**src/rtl/pipe_ctrl.sv**
```systemverilog
// Pipeline controller: arbitrates stage stall requests, sequences exception/ERET
// redirects as a registered multi-cycle flush, and watches for stuck stalls.
module pipe_ctrl #(
    parameter int unsigned FLUSH_CYCLES = 1,
    parameter int unsigned TIMEOUT      = 1024
) (
    input  logic        clk,
    input  logic        rst,
    input  logic        stallreq_id,
    input  logic        stallreq_ex,
    input  logic        stallreq_mem,
    input  logic        exc_flag,
    input  logic [31:0] exc_vec,
    input  logic        eret_flag,
    input  logic [31:0] epc,
    output logic [4:0]  stall,
    output logic        flush,
    output logic [31:0] flush_pc,
    output logic        stall_timeout
);

    typedef enum logic {
        RUN   = 1'b0,
        FLUSH = 1'b1
    } state_t;

    localparam logic [3:0]  FLUSH_INIT = 4'(FLUSH_CYCLES - 1);
    localparam logic [15:0] WD_LIMIT   = 16'(TIMEOUT);

    state_t      state;
    logic [3:0]  flush_cnt;
    logic [15:0] wd_cnt;
    logic [15:0] wd_next;
    logic        redirect;

    // MEM/WB is never held; the stage after a stalled one receives a bubble.
    always_comb begin
        stall = '0;
        if (rst && state == RUN) begin
            if (stallreq_mem)
                stall = 5'b01111;
            else if (stallreq_ex)
                stall = 5'b00111;
            else if (stallreq_id)
                stall = 5'b00011;
        end
    end

    // A redirect waits while the data bus is busy; MEM keeps its flag asserted.
    assign redirect = (exc_flag || eret_flag) && !stallreq_mem;

    always_ff @(posedge clk or negedge rst) begin
        if (!rst) begin
            state     <= RUN;
            flush     <= 1'b0;
            flush_pc  <= '0;
            flush_cnt <= '0;
        end else begin
            case (state)
                RUN: begin
                    if (redirect) begin
                        flush_pc  <= exc_flag ? exc_vec : epc;
                        state     <= FLUSH;
                        flush     <= 1'b1;
                        flush_cnt <= FLUSH_INIT;
                    end
                end
                FLUSH: begin
                    if (flush_cnt == '0) begin
                        state <= RUN;
                        flush <= 1'b0;
                    end else begin
                        flush_cnt <= flush_cnt - 4'd1;
                    end
                end
                default: begin
                    state <= RUN;
                    flush <= 1'b0;
                end
            endcase
        end
    end

    always_comb begin
        wd_next = '0;
        if (stall != '0)
            wd_next = (wd_cnt == WD_LIMIT) ? wd_cnt : wd_cnt + 16'd1;
    end

    always_ff @(posedge clk or negedge rst) begin
        if (!rst) begin
            wd_cnt        <= '0;
            stall_timeout <= 1'b0;
        end else begin
            wd_cnt <= wd_next;
            if (wd_next == WD_LIMIT)
                stall_timeout <= 1'b1;
        end
    end

endmodule

```
**config.mk**
```make
export PLATFORM = sky130hd
export DESIGN_NAME = pipe_ctrl
export DESIGN_NICKNAME = d
export VERILOG_FILES = /design/src/rtl/pipe_ctrl.sv
export SDC_FILE = /design/constraint.sdc
export NUM_CORES = 1
export LEC_CHECK = 0
export ABC_AREA = 0
export BUFFER_PORTS_ARGS = -buffer_cell sky130_fd_sc_hd__buf_2
export CAP_MARGIN = 25
export CORE_MARGIN = 2
export CORE_UTILIZATION = 33
export DETAILED_ROUTE_END_ITERATION = 7
export MAX_ROUTING_LAYER = met4
export PLACE_DENSITY = 0.56
export SLEW_MARGIN = 5
export SYNTH_ARGS = -nofsm -noshare
export SYNTH_HDL_FRONTEND = slang
export SYNTH_SLANG_ARGS = --single-unit
```
**constraint.sdc**
```tcl
create_clock -name clk -period 2.3 [get_ports clk]
set_input_delay 0.115 -clock clk [delete_from_list [all_inputs] [get_ports clk]]
set_output_delay 0.115 -clock clk [all_outputs]
set_load 0.02 [all_outputs]
```
== After elaboration in Yosys (flattened, before gate mapping) ==
Cells that the tools add are included.

* Register bits after elaboration: 55
* Bits in latches: 0
* Memory bits (writable): 0
* Bits in read-only memories: 0
* Input bits: 71
* Logic and storage cells: 39
* Memories kept: 0

* $add $sub $neg: 2
* Multiply operators: 0
* Div/mod/pow operators: 0
* $lt $le $gt $ge: 0
* Equality and inequality tests: 5
* Shift operators: 0
* Multiplexer cells: 16
* Bitwise gates (word level): 1
* Reduce and logical (&&, ||, !) cells: 9

{| class="wikitable"
|+ Operators by type and width
! cell !! count
|-
| 16-bit by 11-bit equality test with 1-bit output (second input constant) || 2
|-
| 16-bit two-way mux || 2
|-
| 32-bit two-way mux || 1
|-
| 16-bit by 1-bit adder with 16-bit output (second input constant) || 1
|-
| 4-bit two-way mux || 3
|-
| 4-bit case mux with 2 select lines || 1
|-
| 2-bit AND reduction || 3
|-
| 5-bit two-way mux || 1
|-
| 5-bit nonzero test || 1
|-
| 4-bit zero test || 1
|-
| 1-bit two-way mux || 4
|-
| 2-bit inequality test (second input constant) || 2
|-
| 1-bit case mux with 2 select lines || 2
|-
| 4-bit by 1-bit subtractor with 4-bit output (second input constant) || 1
|-
| 3-bit two-way mux || 1
|-
| 1-bit logical AND || 2
|-
| 2-bit two-way mux || 1
|-
| 2-bit by 1-bit inequality test with 1-bit output (second input constant) || 1
|-
| 1-bit zero test || 1
|-
| 1-bit logical OR || 1
|-
| 1-bit NOT || 1
|}

== Longest topological paths before layout ==
Gate-level depths: netlist (run 1).

* Depth after elaboration: 7
* Mapped depth: 7
* Depth with buffers taken out: 7

== Worst setup path after synthesis (run 1) ==
OpenSTA, ideal clock, no wires.

* Kind: reg-to-reg
* From: register wd_cnt[0]
* To: register stall_timeout
* Library setup time: 0.120 ns
* Arrival time: 1.639 ns
* Path slack: 0.541 ns
* Cell stages (with the launch flop): 8
* Period minus slack after synthesis: 1.759 ns
* Cells stage by stage: dfrtp_1 inv_1 ha_1 nor4b_2 nand4_2 nor4b_4 o211a_1 a41o_1

* Longest elaborated chain between the ends: 4

{| class="wikitable"
|+ Ends and longest elaborated chain
! element !! RTL line !! RTL
|-
| from (decl) || 32 || <nowiki>logic [15:0] wd_cnt;</nowiki>
|-
| from (signal assigned) || 95 || <nowiki>wd_cnt <= wd_next;</nowiki>
|-
| 16-bit by 1-bit adder with 16-bit output / 16-bit by 11-bit equality test with 1-bit output (equally long branches) || 87 || <nowiki>wd_next = (wd_cnt == WD_LIMIT) ? wd_cnt : wd_cnt + 16'd1;</nowiki>
|-
| 16-bit two-way mux (*) || 87 ||
|-
| 16-bit two-way mux (*) || 86 || <nowiki>if (stall != '0)</nowiki>
|-
| 16-bit by 11-bit equality test with 1-bit output (*) || 96 || <nowiki>if (wd_next == WD_LIMIT)</nowiki>
|-
| to (signal assigned) || 93 || <nowiki>stall_timeout <= 1'b0;</nowiki>
|-
| to (signal assigned) || 97 || <nowiki>stall_timeout <= 1'b1;</nowiki>
|-
| to (decl) || 19 || <nowiki>output logic stall_timeout</nowiki>
|}

Mark *: on every way between the ends. The rest lies on a longest branch, timed or not.
A chain may end at the register's enable or synchronous reset.

== Worst setup path after layout (run 1) ==
Ends and elaborated chain as after synthesis.

==> flow_metrics.env, run 1 <==
export IMPL_outcome="completed"
export IMPL_drt_wirelength_per_cell_um=12.8
export IMPL_synth_top_flop_cell="dfrtp_1"
export IMPL_die_y_um=97.4
export IMPL_post_cts_repair_setup_buffers=0
export IMPL_io_buffer_count=108
export IMPL_synthTopCellsByArea="dfrtp_1 (48%), mux2i_1 (11%), o21ai_0 (6.6%)"
export IMPL_finalSetupViolations=0
export IMPL_power_switching_uw=714
export IMPL_yosysTopAreaCell="dfrtp_1"
export IMPL_synth_top_cells_by_count="dfrtp_1 (55), nand2_1 (43), o21ai_0 (38)"
export IMPL_ys_seq_area_share_pct=47.8
export IMPL_report_final_slew_viol_count=0
export IMPL_synth_top_cell_area_share_pct=47.8
export IMPL_pin_count=110
export IMPL_post_synth_top_count_cell="dfrtp_1"
export IMPL_relSlewSlack_pct=47.4
export IMPL_cts_tree="done"
export IMPL_grt_pass1_wl_mm=11.1
export IMPL_initial_utilization_pct=33.5
export IMPL_clockBufferDepth=2
export IMPL_grt_max_degree=67
export IMPL_worst_pin_slew_ps=788
export IMPL_drt_iter0_drc=99
export IMPL_criticalPathCategory="reg2reg"
export IMPL_antenna_left=0
export IMPL_whs_ps=76.1
export IMPL_drc=0
export IMPL_cts_htree_levels=2
export IMPL_fin_area_sq_mm=0.00360
export IMPL_final_hold_violation_count=0
export IMPL_finalWeightedCongestion=0.874
export IMPL_drt_pass1_iter_count=4
export IMPL_nFillCells=883
export IMPL_rsz0062_at_grt="no"
export IMPL_avgSynthCellArea_sq_um=9.83
export IMPL_antennaDiodeCount=0
export IMPL_power_density_mw_per_mm2=612
export IMPL_cp_max_fo=6
export IMPL_ys_warnings_count=0
export IMPL_crit_required_ps=2500
export IMPL_antenna_found_initial=0
export IMPL_start_kind="register"
export IMPL_ys_seq_elements=55
export IMPL_num_rows=34
export IMPL_cts_inserted_buffers=5
export IMPL_combPwrFrac_pct=24.0
export IMPL_hp_class="in2reg"
export IMPL_cap_violations=0
export IMPL_fin_skew_ps=11.9
export IMPL_fmax_mhz=517
export IMPL_grt_use_total_pct=14.7
export IMPL_ir_worst_vdd_mv=0.280
export IMPL_clk_latency_ps=310
export IMPL_vias=2397
export IMPL_viasPerCell=4.77
export IMPL_crit_arrival_ps=2130
export IMPL_clkPwrFrac_pct=24.9
export IMPL_grt_ovfl_total=0
export IMPL_syn_nets=368
export IMPL_switching_share_pct=32.4
export IMPL_nNetsFinal=469
export IMPL_place_area_sq_mm=0.00350
export IMPL_cts_root_buf="clkbuf_8"
export IMPL_async_reset_ff_share_pct=100
export IMPL_cts_sinks=55
export IMPL_yosys_cell_types_count=41
export IMPL_core_area_sq_mm=0.00859
export IMPL_grt_pass1_vias=2374
export IMPL_path_clk_slew_ps=110
export IMPL_syn_to_final_growth_pct=25.1
export IMPL_synth_edf_count=0
export IMPL_die_area_sq_mm=0.00949
export IMPL_drive_above_1_share_pct=32.9
export IMPL_chipWidth_um=97.4
export IMPL_leakagePower_uw=0.00182
export IMPL_p_int_uw=1490
export IMPL_endpoint_kind="register"
export IMPL_holdBufCountCts=1
export IMPL_netlist_area_sq_mm=0.00288
export IMPL_pwr_share_seq_pct=51.1
export IMPL_min_period_ps=1930
export IMPL_final_period_utilization_pct=84.0
export IMPL_wl_mm=6.44
export IMPL_setup_tns_ps=0
export IMPL_dp_final_hpwl_mm=4.95
export IMPL_synthCells=293
export IMPL_cts_resized=0
-- worst paths after layout --
check                      depth (start not counted)  slack [ps]                        end                    start
max                                                7         370  stall_timeout$_DFFE_PN0N_      wd_cnt[0]$_DFF_PN0_
min                                                3          80   flush_pc[21]$_DFFE_PN0P_                  epc[21]
max reg2reg                                        7         370  stall_timeout$_DFFE_PN0N_      wd_cnt[0]$_DFF_PN0_
min reg2reg                                        2         490    flush_pc[2]$_DFFE_PN0P_  flush_pc[2]$_DFFE_PN0P_
max in group asynchronous                          3        1330       wd_cnt[10]$_DFF_PN0_                      rst
min in group asynchronous                          3         500          flush$_DFFE_PN0P_                      rst
-- worst max-delay path, stage by stage (launching register included) --
cell	delay (ps)
dfrtp_1	460
inv_1	140
ha_1	150
nor4b_2	230
nand4_2	220
nor4b_4	190
o211a_1	230
a41o_1	200
-- power groups by stage --
stage,clock (uW),combinational [uW],sequential (uW)
after detailed placement,0,542,1140
after CTS,573,540,1130
final,549,529,1130
after floorplan,0,177,1270
after global placement,0,534,1140
after global routing,606,587,1140
-- stage by stage --
| stage | power (uW) | worst slack (ps) | instances | util (%) |
|---|---|---|---|---|
| 4_1_cts | 2240 | 365 | 503 | 41.9 |
| 6_report | 2200 | 367 | 503 | 41.9 |
| 2_1_floorplan | 1450 | 541 | 293 | - |
| 5_1_grt | 2340 | 236 | 503 | 41.9 |
| 3_5_place_dp | 1690 | 387 | 494 | 40.8 |
| 3_3_place_gp | 1680 | 467 | 494 | 40.8 |
-- registers in the layout, indices dropped and copies added (netlist names) --
name           cells
wd_cnt            16
flush_pc          32
flush              1
flush_cnt          4
state              1
stall_timeout      1
-- cells by family after synthesis --
| logic type | count (synthesis) | share of synthesized area [%] |
|---|---|---|
| and+or+nand+nor | 104 | 18.6 |
| DFF | 55 | 47.8 |
| AOI/OAI and AO/OA | 54 | 10.9 |
| muxes | 33 | 11.5 |
| buffers and inverters | 27 | 4.78 |
| xor gates and xnor gates | 15 | 4.56 |
| adders and majority gates | 4 | 1.74 |
| other | 1 | 0.130 |
-- cells in the final DEF (no fill, tap or decap), types with 2 or more instances in the layout --
cell      synthesis  layout
buf_2             5     108
nor4_2            2       2
nor4_1            2       2
nand4_1           5       5
nor2_1           21      21
dfrtp_1          55      55
o211a_1           2       2
and3_1            3       3
or3_1             4       4
a21o_1            2       2
nand3_1           6       6
nor3b_1           2       2
buf_4             4       3
nor4b_2           2       2
nor3_1            7       7
mux2i_1          33      33
xnor2_1          12      12
clkbuf_8          0       5
xor2_1            3       3
a21oi_1           4       4
nand2_1          43      43
inv_1             8       8
o21ai_0          38      38
ha_1              4       4
-- area by class of cell --
type | instances | area, sq um | area share [%]
multi-input cells | 211 | 1380 | 38.2
flip-flops and latches | 55 | 1380 | 38.2
repair buffers | 113 | 593 | 16.5
well taps | 108 | 135 | 3.75
clock buffers | 5 | 68.8 | 1.91
inverters | 8 | 30.0 | 0.833
clock inverters | 3 | 22.5 | 0.625
-- per-layer routing --
layer	track usage [%]	vias up	part of all wire [%]
met4	4.91	0	1.7
met3	3.74	7	6.7
met2	23.1	83	46
met1	18.7	1099	46
met5	-	-	0
li1	-	1208	-
Note: power is estimated with default switching activity, not from simulation.
==> run 2, diff against run 1 <==
- PLACE_DENSITY: 0.56 -> 0.58
- clock period: 2.3 -> 1.6 ns (I/O delays scaled with it)
==> run 2 against run 1 <==
Compared with the run above:
- the flow now finishes with violations (negative hold slack, negative setup slack)
- clock skew fell by 2.3 ps
- register-to-register slack lost 460 ps
- cell count grew 7.2%
- combinational power rose by 54%
- non-clock buffer count is 36 higher
- wire length rose by 9.3%
- sequential share of layout area decreased by 3.6 points
- critical path type unchanged
- largest power group unchanged
==> flow_metrics.env, run 2 (same netlist as run 1, synthesis figures left out) <==
export IMPL_start_kind="register"
export IMPL_crit_end="stall_timeout$_DFFE_PN0N_"
export IMPL_antennaDiodeCount=0
export IMPL_power_density_mw_per_mm2=823
export IMPL_cap_violations=0
export IMPL_dp_final_hpwl_mm=5.27
export IMPL_grt_pass1_wl_mm=11.9
export IMPL_grt_ovfl_total=0
export IMPL_holdBufCountCts=0
export IMPL_ir_worst_vdd_mv=0.445
export IMPL_crit_arrival_ps=1900
export IMPL_violations="negative hold slack, negative setup slack"
export IMPL_syn_to_final_growth_pct=39.1
export IMPL_cts_sinks=55
export IMPL_min_period_ps=1700
export IMPL_nNetsFinal=505
export IMPL_initial_utilization_pct=33.5
export IMPL_final_hold_violation_count=38
export IMPL_viasPerCell=4.65
export IMPL_die_y_um=97.4
export IMPL_clk_latency_ps=320
export IMPL_pin_count=110
export IMPL_antenna_found_initial=0
export IMPL_endpoint_kind="register"
export IMPL_worst_pin_slew_ps=709
export IMPL_grt_use_total_pct=15.6
export IMPL_crit_top_cell="nor4b_4"
export IMPL_grt_pass1_vias=2535
export IMPL_cts_htree_levels=2
export IMPL_die_area_sq_mm=0.00949
export IMPL_worstReg2RegEnd="stall_timeout$_DFFE_PN0N_"
export IMPL_fmax_mhz=590
export IMPL_dp_slack_ps=-155
export IMPL_layout_common_cells="buf_2 (108), dfrtp_1 (49), nand2_1 (43)"
export IMPL_chipWidth_um=97.4
export IMPL_fin_skew_ps=9.64
export IMPL_cts_inserted_buffers=5
export IMPL_top_regs="flush_pc: 32 flops, wd_cnt: 16 flops, flush_cnt: 4 flops"
export IMPL_vias=2508
export IMPL_crit_path_start="wd_cnt[1]$_DFF_PN0_"
export IMPL_outcome="finished, violations left"
export IMPL_relSlewSlack_pct=52.7
export IMPL_core_area_sq_mm=0.00859
export IMPL_cp_max_fo=4
export IMPL_leakagePower_uw=0.00203
export IMPL_largest_reg_flops=32
export IMPL_wl_mm=7.04
export IMPL_reg2reg_setup_slack_ps=-100
export IMPL_criticalPathCategory="reg2reg"
export IMPL_antenna_left=0
export IMPL_path_delay_family="simple AND/OR/NAND/NOR gates"
export IMPL_drt_wirelength_per_cell_um=13.1
export IMPL_clockBufferDepth=2
export IMPL_drive_above_1_share_pct=43.6
export IMPL_r2r_cells=7
export IMPL_io_buffer_count=108
export IMPL_final_util_pct=46.6
export IMPL_hp_class="in2async"
export IMPL_worst_slack_ps=-95.9
export IMPL_final_common_cell="buf_2"
export IMPL_top_register="flush_pc"
export IMPL_final_period_utilization_pct=106
export IMPL_drt_iter0_drc=89
export IMPL_slowest_stage="dfrtp_1"
export IMPL_cts_tree="done"
export IMPL_path_clk_slew_ps=110
export IMPL_path_cells="inv_2 -> ha_4 -> nor4b_4 -> nand4_2 -> nor4b_4 -> o211a_1 -> a41o_1"
export IMPL_whs_ps=-26.3
export IMPL_finalSetupViolations=4
export IMPL_report_final_slew_viol_count=0
export IMPL_drt_pass1_iter_count=4
export IMPL_finalWeightedCongestion=0.818
export IMPL_drc=0
export IMPL_cts_root_buf="clkbuf_8"
export IMPL_rsz0062_at_grt="yes"
export IMPL_crit_required_ps=1800
export IMPL_cp_num_buf_inv=1
export IMPL_grt_max_degree=56
export IMPL_r2r_start="wd_cnt[1]$_DFF_PN0_"
export IMPL_num_rows=34
export IMPL_slowest_delay_ps=430
export IMPL_nFillCells=849
export IMPL_worst_path_stages=7
run 2: cell type report:
class / count / area (sq um) / share of cell area (%)
Clock buffer: 6 / 82.6 / 2.06
Clock inverter: 2 / 20.0 / 0.500
Inverter: 8 / 30.0 / 0.750
Multi-Input combinational cell: 211 / 1480 / 37.0
Sequential cell: 55 / 1380 / 34.6
Tap cell: 108 / 135 / 3.37
Timing Repair Buffer: 149 / 873 / 21.8
run 2: how the worst min path moves through the flow:
| stage | from | endpoint | slack, ps | cells past startpoint |
|---|---|---|---|---|
| 3_5_place_dp | rst | flush$_DFFE_PN0P_ | 340 | 2 |
| 6_report | rst | flush_pc[10]$_DFFE_PN0P_ | -30 | 2 |
| 3_3_place_gp | rst | wd_cnt[13]$_DFF_PN0_ | 330 | 2 |
| 4_1_cts | rst | flush_pc[11]$_DFFE_PN0P_ | 3 | 2 |
| 2_1_floorplan | rst | flush$_DFFE_PN0P_ | -220 | 0 |
| 5_1_grt | rst | flush_pc[7]$_DFFE_PN0P_ | 20 | 2 |
run 2: metal layers:
metal  routed length [um]  global-route usage [%]  share of wire (%)
met1                 3390                    21.1                 48
met5                    0                       -                  0
met4                   99                    4.70                1.4
met3                  391                    3.24                5.6
met2                 3160                    24.0                 45
run 2: worst register-to-register path, cell delays in order, from the launching register on:
cell,delay (ps)
dfrtp_1,430
inv_2,90
ha_4,120
nor4b_4,190
nand4_2,160
nor4b_4,160
o211a_1,210
a41o_1,210
run 2: repair_timing:
item | 4_1_cts | 5_1_grt
gates resized for setup | 13 | 8
setup buffers | 5 | 2
pin swaps | 1 | 0
setup endpoints to repair | 7 | 10
cloned | 0 | 0
run 2: power breakdown:
group / switching [uW] / internal [uW] / leakage, uW
Combinational: 489 / 327 / 0.00127
Sequential: 82.6 / 1540 / 0.000701
Clock: 494 / 366 / 0.0000533
Total: 1070 / 2230 / 0.00203
run 2: stage by stage:
stage	area (sq um)	TNS (ps)	hold slack, ps	power (uW)	std cells
global route	4010	-664	18.1	3490	539
detailed placement	3760	-292	339	2450	524
global placement	3760	-87.2	335	2440	524
floorplan	2900	-97.3	-216	2090	293
finish	4010	-165	-26.3	3300	539
CTS	3960	-126	2.99	3340	537
==> run 3, diff against run 2 <==
- ABC_AREA: 0 -> 1
- CORE_MARGIN: 2 -> not set
- PLACE_DENSITY: 0.58 -> 0.55
- clock period: 1.6 -> 2.09 ns (I/O delays scaled with it)
==> run 3 against run 2 <==
Compared with the run above:
- the flow finishes with violations (design-rule violations, negative hold slack)
- clock skew about the same
- global-route usage up 0.80 points
- non-clock buffer count fell by 37
- maximum frequency up 4.0%
- largest power group unchanged
- sequential share of layout area increased by 2.0 points
- critical endpoint unchanged
- die area grew 0.91%
- sequential cell count stayed put
- synthesized cell count grew 43%
==> flow_metrics.env, run 3 <==
export IMPL_start_kind="register"
export IMPL_synthCells=419
export IMPL_viasPerCell=4.42
export IMPL_antenna_left=0
export IMPL_grt_pass1_vias=2688
export IMPL_final_period_utilization_pct=78.0
export IMPL_core_area_sq_mm=0.00881
export IMPL_leakagePower_uw=0.00211
export IMPL_layout_common_cells="nand2_1 (108), buf_2 (108), inv_1 (70)"
export IMPL_avgSynthCellArea_sq_um=7.24
export IMPL_yosys_cell_types_count=28
export IMPL_post_cts_repair_setup_buffers=0
export IMPL_crit_required_ps=2340
export IMPL_outcome="finished, violations left"
export IMPL_endpoint_kind="register"
export IMPL_vias=2781
export IMPL_nNetsFinal=596
export IMPL_antennaDiodeCount=0
export IMPL_ys_seq_elements=55
export IMPL_reg2reg_setup_slack_ps=460
export IMPL_wl_mm=7.19
export IMPL_grt_max_degree=67
export IMPL_synth_top_cells_by_count="nand2_1 (108), inv_1 (70), o21ai_0 (62)"
export IMPL_hp_class="in2async"
export IMPL_finalSetupViolations=0
export IMPL_top_register="flush_pc"
export IMPL_yosysTopAreaCell="dfrtp_1"
export IMPL_violations="design-rule violations, negative hold slack"
export IMPL_cts_tree="done"
export IMPL_cp_max_fo=14
export IMPL_cts_root_buf="clkbuf_8"
export IMPL_syn_to_final_growth_pct=24.1
export IMPL_die_y_um=97.9
export IMPL_netlist_area_sq_mm=0.00303
export IMPL_die_area_sq_mm=0.00958
export IMPL_pin_count=110
export IMPL_drc=1
export IMPL_fin_skew_ps=9.84
export IMPL_p_int_uw=1740
export IMPL_cts_resized=0
export IMPL_io_buffer_count=108
export IMPL_drive_above_1_share_pct=26.7
export IMPL_post_synth_top_count_cell="nand2_1"
export IMPL_relSlewSlack_pct=54.0
export IMPL_path_clk_slew_ps=100
export IMPL_report_final_slew_viol_count=0
export IMPL_combPwrFrac_pct=23.6
export IMPL_ir_worst_vdd_mv=0.293
export IMPL_grt_ovfl_total=0
export IMPL_dp_final_hpwl_mm=5.70
export IMPL_drt_wirelength_per_cell_um=11.4
export IMPL_drt_iter0_drc=65
export IMPL_synth_top_cell_area_share_pct=45.4
export IMPL_drt_pass1_iter_count=6
export IMPL_initial_utilization_pct=34.4
export IMPL_clockBufferDepth=2
export IMPL_syn_nets=494
export IMPL_clk_latency_ps=310
export IMPL_antenna_found_initial=0
export IMPL_fmax_mhz=613
export IMPL_synth_top_flop_cell="dfrtp_1"
export IMPL_top_regs="flush_pc: 32 flops, wd_cnt: 16 flops, flush_cnt: 4 flops"
export IMPL_multi_input_area_sq_mm=0.00130
export IMPL_pwr_share_seq_pct=49.3
export IMPL_setup_tns_ps=0
export IMPL_grt_pass1_wl_mm=12.4
export IMPL_crit_arrival_ps=1880
export IMPL_criticalPathCategory="reg2reg"
export IMPL_cap_violations=0
export IMPL_cts_htree_levels=2
export IMPL_finalWeightedCongestion=0.881
export IMPL_cts_inserted_buffers=5
export IMPL_async_reset_ff_share_pct=100
export IMPL_ys_seq_area_share_pct=45.4
export IMPL_synth_edf_count=0
export IMPL_ys_warnings_count=0
export IMPL_cts_sinks=55
export IMPL_holdBufCountCts=0
export IMPL_nFillCells=912
export IMPL_fin_area_sq_mm=0.00376
export IMPL_grt_use_total_pct=16.4
export IMPL_worst_pin_slew_ps=690
export IMPL_power_switching_uw=785
export IMPL_place_area_sq_mm=0.00366
export IMPL_switching_share_pct=31.1
export IMPL_clkPwrFrac_pct=27.2
export IMPL_synthTopCellsByArea="dfrtp_1 (45%), nand2_1 (13%), o21ai_0 (10%)"
export IMPL_min_period_ps=1630
export IMPL_seq_area_sq_mm=0.00138
export IMPL_whs_ps=-32.7
export IMPL_rsz0062_at_grt="no"
export IMPL_final_hold_violation_count=45
export IMPL_num_rows=34
export IMPL_largest_reg_flops=32
export IMPL_power_density_mw_per_mm2=671
export IMPL_chipWidth_um=97.9
## run 3: cell count changes after synthesis, moves of 11 or more
cell,change
nand3_1,+24
inv_1,+62
xnor2_1,-11
nand2_1,+65
o21ai_0,+24
mux2i_1,-33
## run 3: kinds of logic after synthesis
group                      share of synthesized area [%]
AOI/OAI and AO/OA                                   14.4
xor gates and xnor gates                           0.866
adders and majority gates                           1.65
buffers and inverters                               11.7
DFF                                                 45.4
other                                              0.124
and+or+nand+nor                                     25.8
## run 3: power by group through the flow
| stage | logic (uW) | clock network, uW | registers, uW |
|---|---|---|---|
| floorplan | 208 | 0 | 1400 |
| global placement | 602 | 0 | 1260 |
| detailed placement | 609 | 0 | 1260 |
| CTS | 606 | 719 | 1250 |
| global route | 664 | 765 | 1260 |
| finish | 595 | 687 | 1240 |
## run 3: area by class of cell
class	instances	share of cell area (%)
Clock buffer	5	1.83
Clock inverter	2	0.997
Inverter	73	7.28
Multi-Input combinational cell	274	34.6
Sequential cell	55	36.6
Tap cell	108	3.59
Timing Repair Buffer	112	15.2
## run 3: worst max-delay path, cell delays in order, from the launching register on
cell and delay [ps]:
dfrtp_1 410, inv_2 70, nand2_2 70, a21oi_4 340
buf_4 220, nand3_2 100, a21oi_2 110, nand2_1 60
nor2_1 100, nand2_1 50, nand2_1 50
## run 3: through the flow
step | worst slack [ps] | std cells | total power (uW) | utilization, %
global route | 268 | 629 | 2690 | 42.7
CTS | 442 | 629 | 2570 | 42.7
floorplan | 698 | 419 | 1610 | -
finish | 459 | 629 | 2530 | 42.7
detailed placement | 490 | 622 | 1870 | 41.5
global placement | 518 | 622 | 1860 | 41.5
## run 3: worst paths after layout
path	end	cells after the start	start
setup reg to reg	stall_timeout$_DFFE_PN0N_	10	state$_DFF_PN0_
max in group asynchronous	flush_pc[16]$_DFFE_PN0P_	2	rst
hold reg to reg	stall_timeout$_DFFE_PN0N_	2	stall_timeout$_DFFE_PN0N_
hold / removal	wd_cnt[3]$_DFF_PN0_	2	rst
setup / recovery	stall_timeout$_DFFE_PN0N_	10	state$_DFF_PN0_
min in group clk	flush_pc[4]$_DFFE_PN0P_	3	epc[4]
## run 3: layer usage
layer | track usage [%] | vias up | part of all wire, %
met4 | 4.20 | 0 | 0.97
met1 | 21.9 | 1172 | 49
met3 | 3.65 | 5 | 6.9
li1 | - | 1510 | -
met2 | 25.2 | 94 | 43
met5 | - | - | 0
